File: config.mk
export PLATFORM = sky130hd
export DESIGN_NAME = alu_mdu_flat
export DESIGN_NICKNAME = d
export VERILOG_FILES = /design/src/rtl/alu_mdu_if.sv /design/src/rtl/alu_mdu.sv /design/src/flat_wrapper.sv
export SDC_FILE = /design/constraint.sdc
export NUM_CORES = 1
export LEC_CHECK = 0
export CAP_MARGIN = 20
export CORE_MARGIN = 2
export CORE_UTILIZATION = 26
export DETAILED_ROUTE_END_ITERATION = 16
export DONT_BUFFER_PORTS = 1
export PLACE_DENSITY = 0.36
export SKIP_LAST_GASP = 1
export SLEW_MARGIN = 5
export SYNTH_ARGS = -nofsm -noshare
export SYNTH_HDL_FRONTEND = slang
export SYNTH_SLANG_ARGS = --single-unit
export TNS_END_PERCENT = 1
File: constraint.sdc
create_clock -name clk -period 7 [get_ports clk]
set_clock_uncertainty 0.05 [all_clocks]
set_input_delay 1.05 -clock clk [delete_from_list [all_inputs] [get_ports clk]]
set_output_delay 1.05 -clock clk [all_outputs]
set_load 0.01 [all_outputs]
File: src/rtl/alu_mdu_if.sv
// Execute-stage bus for alu_mdu: ALU operands/results plus the MDU start/busy/done handshake.
// master drives operands and MDU control; slave is the execute unit.
interface alu_mdu_if #(
    parameter int WIDTH = 32
);
    logic [3:0]       aluop;
    logic [WIDTH-1:0] porta;
    logic [WIDTH-1:0] portb;
    logic [WIDTH-1:0] outport;
    logic             ovf;
    logic             zero;
    logic             neg;
    logic             mdu_start;
    logic [1:0]       mduop;
    logic             mdu_abort;
    logic             mdu_busy;
    logic             mdu_done;
    logic             mdu_err;
    logic [WIDTH-1:0] hi;
    logic [WIDTH-1:0] lo;

    modport master (
        output aluop, porta, portb, mdu_start, mduop, mdu_abort,
        input  outport, ovf, zero, neg, mdu_busy, mdu_done, mdu_err, hi, lo
    );

    modport slave (
        input  aluop, porta, portb, mdu_start, mduop, mdu_abort,
        output outport, ovf, zero, neg, mdu_busy, mdu_done, mdu_err, hi, lo
    );
endinterface

File: src/rtl/alu_mdu.sv
// Execute unit: combinational ALU plus a radix-2 multiply/divide unit with HI/LO registers.
// Define ALU_MDU_DIV_EN to build the restoring divider; without it DIV/DIVU report an error.
//
// state | meaning
// IDLE  | waiting for mdu_start; HI/LO hold the last result
// RUN   | one shift-add / restoring-divide step per cycle, counter WIDTH..1
// FIX   | apply result signs and write HI/LO (or flag the error)
module alu_mdu #(
    parameter int WIDTH = 32
) (
    input  logic       clk,
    input  logic       rst,
    alu_mdu_if.slave   bus
);
    localparam int SHW = $clog2(WIDTH);

    localparam logic [3:0] OP_AND  = 4'd0;
    localparam logic [3:0] OP_OR   = 4'd1;
    localparam logic [3:0] OP_XOR  = 4'd2;
    localparam logic [3:0] OP_NOR  = 4'd3;
    localparam logic [3:0] OP_SLL  = 4'd4;
    localparam logic [3:0] OP_SRL  = 4'd5;
    localparam logic [3:0] OP_SLT  = 4'd6;
    localparam logic [3:0] OP_SLTU = 4'd7;
    localparam logic [3:0] OP_ADD  = 4'd8;
    localparam logic [3:0] OP_SUB  = 4'd9;

    typedef enum logic [1:0] {S_IDLE, S_RUN, S_FIX} state_t;

    logic [WIDTH-1:0] alu_res, alu_sum, alu_diff;
    logic             alu_ovf;

    always_comb begin
        alu_sum  = bus.porta + bus.portb;
        alu_diff = bus.porta - bus.portb;
        alu_res  = '0;
        alu_ovf  = 1'b0;
        case (bus.aluop)
            OP_AND:  alu_res = bus.porta & bus.portb;
            OP_OR:   alu_res = bus.porta | bus.portb;
            OP_XOR:  alu_res = bus.porta ^ bus.portb;
            OP_NOR:  alu_res = ~(bus.porta | bus.portb);
            OP_SLL:  alu_res = bus.portb << bus.porta[SHW-1:0];
            OP_SRL:  alu_res = bus.portb >> bus.porta[SHW-1:0];
            OP_SLT:  alu_res = {{(WIDTH-1){1'b0}}, $signed(bus.porta) < $signed(bus.portb)};
            OP_SLTU: alu_res = {{(WIDTH-1){1'b0}}, bus.porta < bus.portb};
            OP_ADD: begin
                alu_res = alu_sum;
                alu_ovf = (bus.porta[WIDTH-1] == bus.portb[WIDTH-1]) &&
                          (alu_sum[WIDTH-1] != bus.porta[WIDTH-1]);
            end
            OP_SUB: begin
                alu_res = alu_diff;
                alu_ovf = (bus.porta[WIDTH-1] != bus.portb[WIDTH-1]) &&
                          (alu_diff[WIDTH-1] != bus.porta[WIDTH-1]);
            end
            default: ;
        endcase
    end

    assign bus.outport = alu_res;
    assign bus.ovf     = alu_ovf;
    assign bus.zero    = (alu_res == '0);
    assign bus.neg     = alu_res[WIDTH-1];

    state_t             state_q, state_d;
    logic [SHW:0]       cnt_q, cnt_d;
    logic [2*WIDTH-1:0] acc_q, acc_d;
    logic [WIDTH-1:0]   opnd_q, opnd_d;
    logic [1:0]         op_q, op_d;
    logic               neg_lo_q, neg_lo_d;
    logic               neg_hi_q, neg_hi_d;
    logic               err_pend_q, err_pend_d;
    logic [WIDTH-1:0]   hi_q, hi_d;
    logic [WIDTH-1:0]   lo_q, lo_d;
    logic               done_q, done_d;
    logic               err_q, err_d;

    logic               in_signed, in_div, a_neg, b_neg;
    logic [WIDTH-1:0]   a_mag, b_mag;
    logic [WIDTH:0]     mul_sum;
    logic [2*WIDTH-1:0] mul_next, prod;

    assign in_signed = ~bus.mduop[0];
    assign in_div    = bus.mduop[1];
    assign a_neg     = in_signed & bus.porta[WIDTH-1];
    assign b_neg     = in_signed & bus.portb[WIDTH-1];
    assign a_mag     = a_neg ? -bus.porta : bus.porta;
    assign b_mag     = b_neg ? -bus.portb : bus.portb;

    // acc = {partial product, remaining multiplier bits}; shifts right one bit per step
    assign mul_sum  = {1'b0, acc_q[2*WIDTH-1:WIDTH]} + (acc_q[0] ? {1'b0, opnd_q} : '0);
    assign mul_next = {mul_sum, acc_q[WIDTH-1:1]};
    assign prod     = neg_lo_q ? -acc_q : acc_q;

`ifdef ALU_MDU_DIV_EN
    // acc = {partial remainder, dividend/quotient}; shifts left one bit per step
    logic [WIDTH:0]     rem_sh, trial;
    logic [2*WIDTH-1:0] div_next;

    assign rem_sh   = {acc_q[2*WIDTH-1:WIDTH], acc_q[WIDTH-1]};
    assign trial    = rem_sh - {1'b0, opnd_q};
    assign div_next = trial[WIDTH] ? {rem_sh[WIDTH-1:0], acc_q[WIDTH-2:0], 1'b0}
                                   : {trial[WIDTH-1:0],  acc_q[WIDTH-2:0], 1'b1};
`endif

    always_comb begin
        state_d    = state_q;
        cnt_d      = cnt_q;
        acc_d      = acc_q;
        opnd_d     = opnd_q;
        op_d       = op_q;
        neg_lo_d   = neg_lo_q;
        neg_hi_d   = neg_hi_q;
        err_pend_d = err_pend_q;
        hi_d       = hi_q;
        lo_d       = lo_q;
        done_d     = 1'b0;
        err_d      = err_q;
        case (state_q)
            S_IDLE: begin
                if (bus.mdu_start && !bus.mdu_abort) begin
                    op_d     = bus.mduop;
                    err_d    = 1'b0;
                    cnt_d    = (SHW+1)'(WIDTH);
                    neg_lo_d = a_neg ^ b_neg;
                    neg_hi_d = in_div ? a_neg : (a_neg ^ b_neg);
                    if (in_div) begin
                        acc_d  = {{WIDTH{1'b0}}, a_mag};
                        opnd_d = b_mag;
`ifdef ALU_MDU_DIV_EN
                        err_pend_d = (bus.portb == '0);
                        state_d    = (bus.portb == '0) ? S_FIX : S_RUN;
`else
                        err_pend_d = 1'b1;
                        state_d    = S_FIX;
`endif
                    end else begin
                        acc_d      = {{WIDTH{1'b0}}, b_mag};
                        opnd_d     = a_mag;
                        err_pend_d = 1'b0;
                        state_d    = S_RUN;
                    end
                end
            end
            S_RUN: begin
                if (bus.mdu_abort) begin
                    state_d = S_IDLE;
                    cnt_d   = '0;
                end else begin
                    cnt_d = cnt_q - (SHW+1)'(1);
`ifdef ALU_MDU_DIV_EN
                    acc_d = op_q[1] ? div_next : mul_next;
`else
                    acc_d = mul_next;
`endif
                    if (cnt_q == (SHW+1)'(1)) state_d = S_FIX;
                end
            end
            S_FIX: begin
                state_d = S_IDLE;
                if (!bus.mdu_abort) begin
                    done_d = 1'b1;
                    if (err_pend_q) begin
                        err_d = 1'b1;
                    end else if (op_q[1]) begin
                        lo_d = neg_lo_q ? -acc_q[WIDTH-1:0] : acc_q[WIDTH-1:0];
                        hi_d = neg_hi_q ? -acc_q[2*WIDTH-1:WIDTH] : acc_q[2*WIDTH-1:WIDTH];
                    end else begin
                        hi_d = prod[2*WIDTH-1:WIDTH];
                        lo_d = prod[WIDTH-1:0];
                    end
                end
            end
            default: state_d = S_IDLE;
        endcase
    end

    always_ff @(posedge clk) begin
        if (rst) begin
            state_q    <= S_IDLE;
            cnt_q      <= '0;
            acc_q      <= '0;
            opnd_q     <= '0;
            op_q       <= '0;
            neg_lo_q   <= 1'b0;
            neg_hi_q   <= 1'b0;
            err_pend_q <= 1'b0;
            hi_q       <= '0;
            lo_q       <= '0;
            done_q     <= 1'b0;
            err_q      <= 1'b0;
        end else begin
            state_q    <= state_d;
            cnt_q      <= cnt_d;
            acc_q      <= acc_d;
            opnd_q     <= opnd_d;
            op_q       <= op_d;
            neg_lo_q   <= neg_lo_d;
            neg_hi_q   <= neg_hi_d;
            err_pend_q <= err_pend_d;
            hi_q       <= hi_d;
            lo_q       <= lo_d;
            done_q     <= done_d;
            err_q      <= err_d;
        end
    end

    assign bus.mdu_busy = (state_q != S_IDLE);
    assign bus.mdu_done = done_q;
    assign bus.mdu_err  = err_q;
    assign bus.hi       = hi_q;
    assign bus.lo       = lo_q;
endmodule

File: src/flat_wrapper.sv
// flat-port wrapper written by rule: the top's interface ports become plain ports
module alu_mdu_flat 
#(
    parameter int WIDTH = 32
)
  (clk, rst, bus_aluop, bus_porta, bus_portb, bus_mdu_start, bus_mduop, bus_mdu_abort, bus_outport, bus_ovf, bus_zero, bus_neg, bus_mdu_busy, bus_mdu_done, bus_mdu_err, bus_hi, bus_lo);
  alu_mdu_if #(.WIDTH(WIDTH)) bus_i ();
  input  logic clk;
  input  logic rst;
  input wire logic [$bits(bus_i.aluop)-1:0] bus_aluop;
  input wire logic [$bits(bus_i.porta)-1:0] bus_porta;
  input wire logic [$bits(bus_i.portb)-1:0] bus_portb;
  input wire logic [$bits(bus_i.mdu_start)-1:0] bus_mdu_start;
  input wire logic [$bits(bus_i.mduop)-1:0] bus_mduop;
  input wire logic [$bits(bus_i.mdu_abort)-1:0] bus_mdu_abort;
  output wire logic [$bits(bus_i.outport)-1:0] bus_outport;
  output wire logic [$bits(bus_i.ovf)-1:0] bus_ovf;
  output wire logic [$bits(bus_i.zero)-1:0] bus_zero;
  output wire logic [$bits(bus_i.neg)-1:0] bus_neg;
  output wire logic [$bits(bus_i.mdu_busy)-1:0] bus_mdu_busy;
  output wire logic [$bits(bus_i.mdu_done)-1:0] bus_mdu_done;
  output wire logic [$bits(bus_i.mdu_err)-1:0] bus_mdu_err;
  output wire logic [$bits(bus_i.hi)-1:0] bus_hi;
  output wire logic [$bits(bus_i.lo)-1:0] bus_lo;
  assign bus_i.aluop = bus_aluop;
  assign bus_i.porta = bus_porta;
  assign bus_i.portb = bus_portb;
  assign bus_i.mdu_start = bus_mdu_start;
  assign bus_i.mduop = bus_mduop;
  assign bus_i.mdu_abort = bus_mdu_abort;
  assign bus_outport = bus_i.outport;
  assign bus_ovf = bus_i.ovf;
  assign bus_zero = bus_i.zero;
  assign bus_neg = bus_i.neg;
  assign bus_mdu_busy = bus_i.mdu_busy;
  assign bus_mdu_done = bus_i.mdu_done;
  assign bus_mdu_err = bus_i.mdu_err;
  assign bus_hi = bus_i.hi;
  assign bus_lo = bus_i.lo;
  alu_mdu #(.WIDTH(WIDTH)) u_core (.clk(clk), .rst(rst), .bus(bus_i));
endmodule
==> flow_metrics.py <==
metrics = {
    "power_and_ir_drop": {
        "clockPowerShare_pct": 26.9,
        "p_per_area_mw_per_mm2": 154.4,
        "swShare_pct": 41.57,
        "pwr-share-seq_pct": 32.3,
        "p_sw_mw": 1.483,
        "cellLeakagePower_nw": 8.891,
        "pwr-share-comb_pct": 40.8,
        "p_int_mw": 2.084,
        "irDropWorstVdd_v": 0.0001283,
    },
    "grt": {
        "antenna_found_initial": 1,
        "grt_overflow": 0,
        "grt_usage_pct": 25.55,
        "grt_max_degree": 166,
        "grt_pass1_vias": 22155,
        "grt_pass1_wl_mm": 160.6,
    },
    "setup_path": {
        "end_kind": "primary output",
        "crit_fanout": 12,
        "crit_type": "in2out",
        "cp.required_ns": 5.90,
        "critical_path_arrival_ns": 5.67,
        "start_kind": "input port",
    },
    "route": {
        "wl_met1_mm": 46.30,
        "routed-wl-met3_mm": 5.476,
        "vias_per_cell": 5.766,
        "vias": 22590,
        "routedWlPerCell_um": 28.38,
        "drt_iter0_markers": 1957,
        "drc": 0,
        "maxUsedRoutingLayer": "met4",
        "dr.pass1.iters": 6,
        "ant_nets": 0,
        "wl_met2_mm": 54.44,
        "wirelength_mm": 111.2,
    },
    "finish": {
        "drive_gt1_share_pct": 8.778,
        "fill_cells": 8972,
        "final_area_mm2": 0.02310,
        "n_antenna_cell": 0,
        "final_net_count": 3050,
        "syn_to_final_growth_pct": 8.256,
        "instances_no_fill": 3918,
    },
    "timing": {
        "period_share_pct": 96.77,
        "finalSetupViolCount": 0,
        "hold_viol": 0,
        "slew_violations": 0,
        "worst_pin_slew_ns": 1.234,
        "fin_crit_ns": 6.774,
        "slew_headroom_pct": 17.75,
        "setup_tns_ns": 0,
        "hold_ws_ns": 0.4057,
        "rsz0062_at_grt": "false",
        "clock.fmax_mhz": 147.6,
    },
    "synthesis": {
        "synth_nets": 3150,
        "synth_top_area_share_pct": 16.23,
        "synth_common_cells": "nor2_1, nand2_1, a21oi_1, dfxtp_1, clkbuf_1",
        "synth_area_mm2": 0.02134,
        "synth_edf_count": 0,
        "synth.distinct_cells": 94,
        "synth_flop_cell": "dfxtp_1",
        "yosysSeqAreaShare_pct": 16.23,
        "synth_seq_cells": 173,
        "synth.largest_area_cell": "dfxtp_1",
        "synthCells": 2935,
        "synth_area_leaders": "dfxtp_1, ha_1, nor2_1, nand2_1, a21oi_1",
        "avgSynthCellArea_um2": 7.271,
        "synth.most_common_cell": "nor2_1",
        "yosysWarnings": 0,
        "synthArstFlopShare_pct": 0,
    },
    "placement": {
        "post-dp-hpwl_mm": 89.43,
        "finalWeightedCongestion": 0.9851,
        "dp.cells": 3886,
        "numPortBuffers": 0,
        "place_area_mm2": 0.02253,
    },
    "clocking": {
        "cts_tree": "done",
        "cts_root_buffer": "clkbuf_16",
        "insertion_delay_ns": 0.46,
        "cts.clk_slew.worst_paths_ns": 0.07,
        "postCtsSetupRepairBufs": 0,
        "ctsLongestPathBuffers": 2,
        "hold_buffers": 0,
        "cts_resized": 0,
        "cts_buffers": 17,
        "clock_sinks": 173,
        "htree_levels": 4,
    },
    "floorplan": {
        "die-area_mm2": 0.08438,
        "die_w_um": 290.5,
        "pin_count": 176,
        "floorplan.initialDensity_pct": 26.11,
        "core_area_mm2": 0.08172,
        "die_h_um": 290.5,
        "rows": 105,
    },
    "run": {
        "drv_cap": 0,
    },
    "min_path": {
        "hold_class": "reg2reg",
    },
    "status": {
        "status": "completed",
    },
}
stage by stage:
stage,utilization (%),setup WS (ns),power (mW)
3_5_place_dp,27.57,0.2204,2.619
2_1_floorplan,-,0.5095,2.155
5_1_grt,28.27,0.07762,3.764
3_3_place_gp,27.56,0.2340,2.622
4_1_cts,28.27,0.2211,3.595
6_report,28.27,0.2263,3.568
worst max-delay path, stage by stage:
cell and delay [ns]:
inv_1 0.07, ha_1 0.46, buf_4 0.23, or4_1 0.54, a2111oi_1 0.69, buf_4 0.24
a2111oi_0 0.08, or3_1 0.46, a21oi_1 0.22, o21ai_0 0.10, a31o_2 0.28, or3_1 0.35
or4_1 0.48, nor4_2 0.24, buf_4 0.16
registers in the layout, indices dropped and copies added, names as in the netlist:
register	cells
u_core.bus.mdu_err	1
u_core.neg_lo_q	1
u_core.state_q	2
u_core.opnd_q	32
u_core.bus.mdu_done	1
u_core.bus.hi	32
u_core.bus.lo	32
u_core.err_pend_q	1
u_core.acc_q	64
u_core.cnt_q	6
u_core.neg_hi_q	1
layout by cell type (no fill, tap or decap), drive strengths merged, types with 38 or more instances in the layout:
cell / count
xnor2: 126
dfxtp: 173
nand2: 307
ha: 138
and2: 41
buf: 104
o21ai: 167
a211oi: 104
nand3: 60
mux2i: 92
a21oi: 230
xor2: 56
nor2: 321
nor3: 61
nand2b: 38
a22oi: 42
inv: 117
mux4: 41
o211ai: 60
per-layer routing:
layer  track usage, %  up-vias
met2            45.11      792
met4            10.74        0
li1                 -    10560
met1            31.26    11076
met3            3.067      162
met5                0        -
cell type report:
type / instances / area, um^2 / area share (%)
Multi-Input combinational cell: 2430 / 16530 / 71.55
Sequential cell: 173 / 3465 / 15.00
Tap cell: 1070 / 1339 / 5.795
Timing Repair Buffer: 105 / 790.8 / 3.423
Clock buffer: 18 / 429.2 / 1.858
Inverter: 108 / 405.4 / 1.755
Clock inverter: 14 / 143.9 / 0.6229
worst paths after layout:
kind                           from                end  slack (ns)  cells after the start
hold / removal    u_core.opnd_q[17]  u_core.opnd_q[17]        0.41                      2
setup reg to reg    u_core.acc_q[9]  u_core.bus.hi[28]        2.57                     11
setup / recovery      bus_portb[10]           bus_zero        0.23                     15
hold reg to reg   u_core.opnd_q[17]  u_core.opnd_q[17]        0.41                      2
power groups by stage:
stage / registers (mW) / logic (mW) / clock network, mW
6_report: 1.15 / 1.46 / 0.960
5_1_grt: 1.16 / 1.57 / 1.03
4_1_cts: 1.15 / 1.45 / 0.993
3_5_place_dp: 1.18 / 1.44 / 0
3_3_place_gp: 1.18 / 1.45 / 0
2_1_floorplan: 1.13 / 1.02 / 0
kinds of logic (layout without fill, tap and decap cells):
group,after synthesis,after routing,share of synthesized area [%]
flops,173,173,16.23
xor+xnor,182,182,7.470
simple gates,1033,1033,22.80
fa+ha+maj,141,141,8.373
compound gates,922,922,28.94
mux,152,152,9.739
buf+inv,332,245,6.450
(Power assumes the default switching activity.)
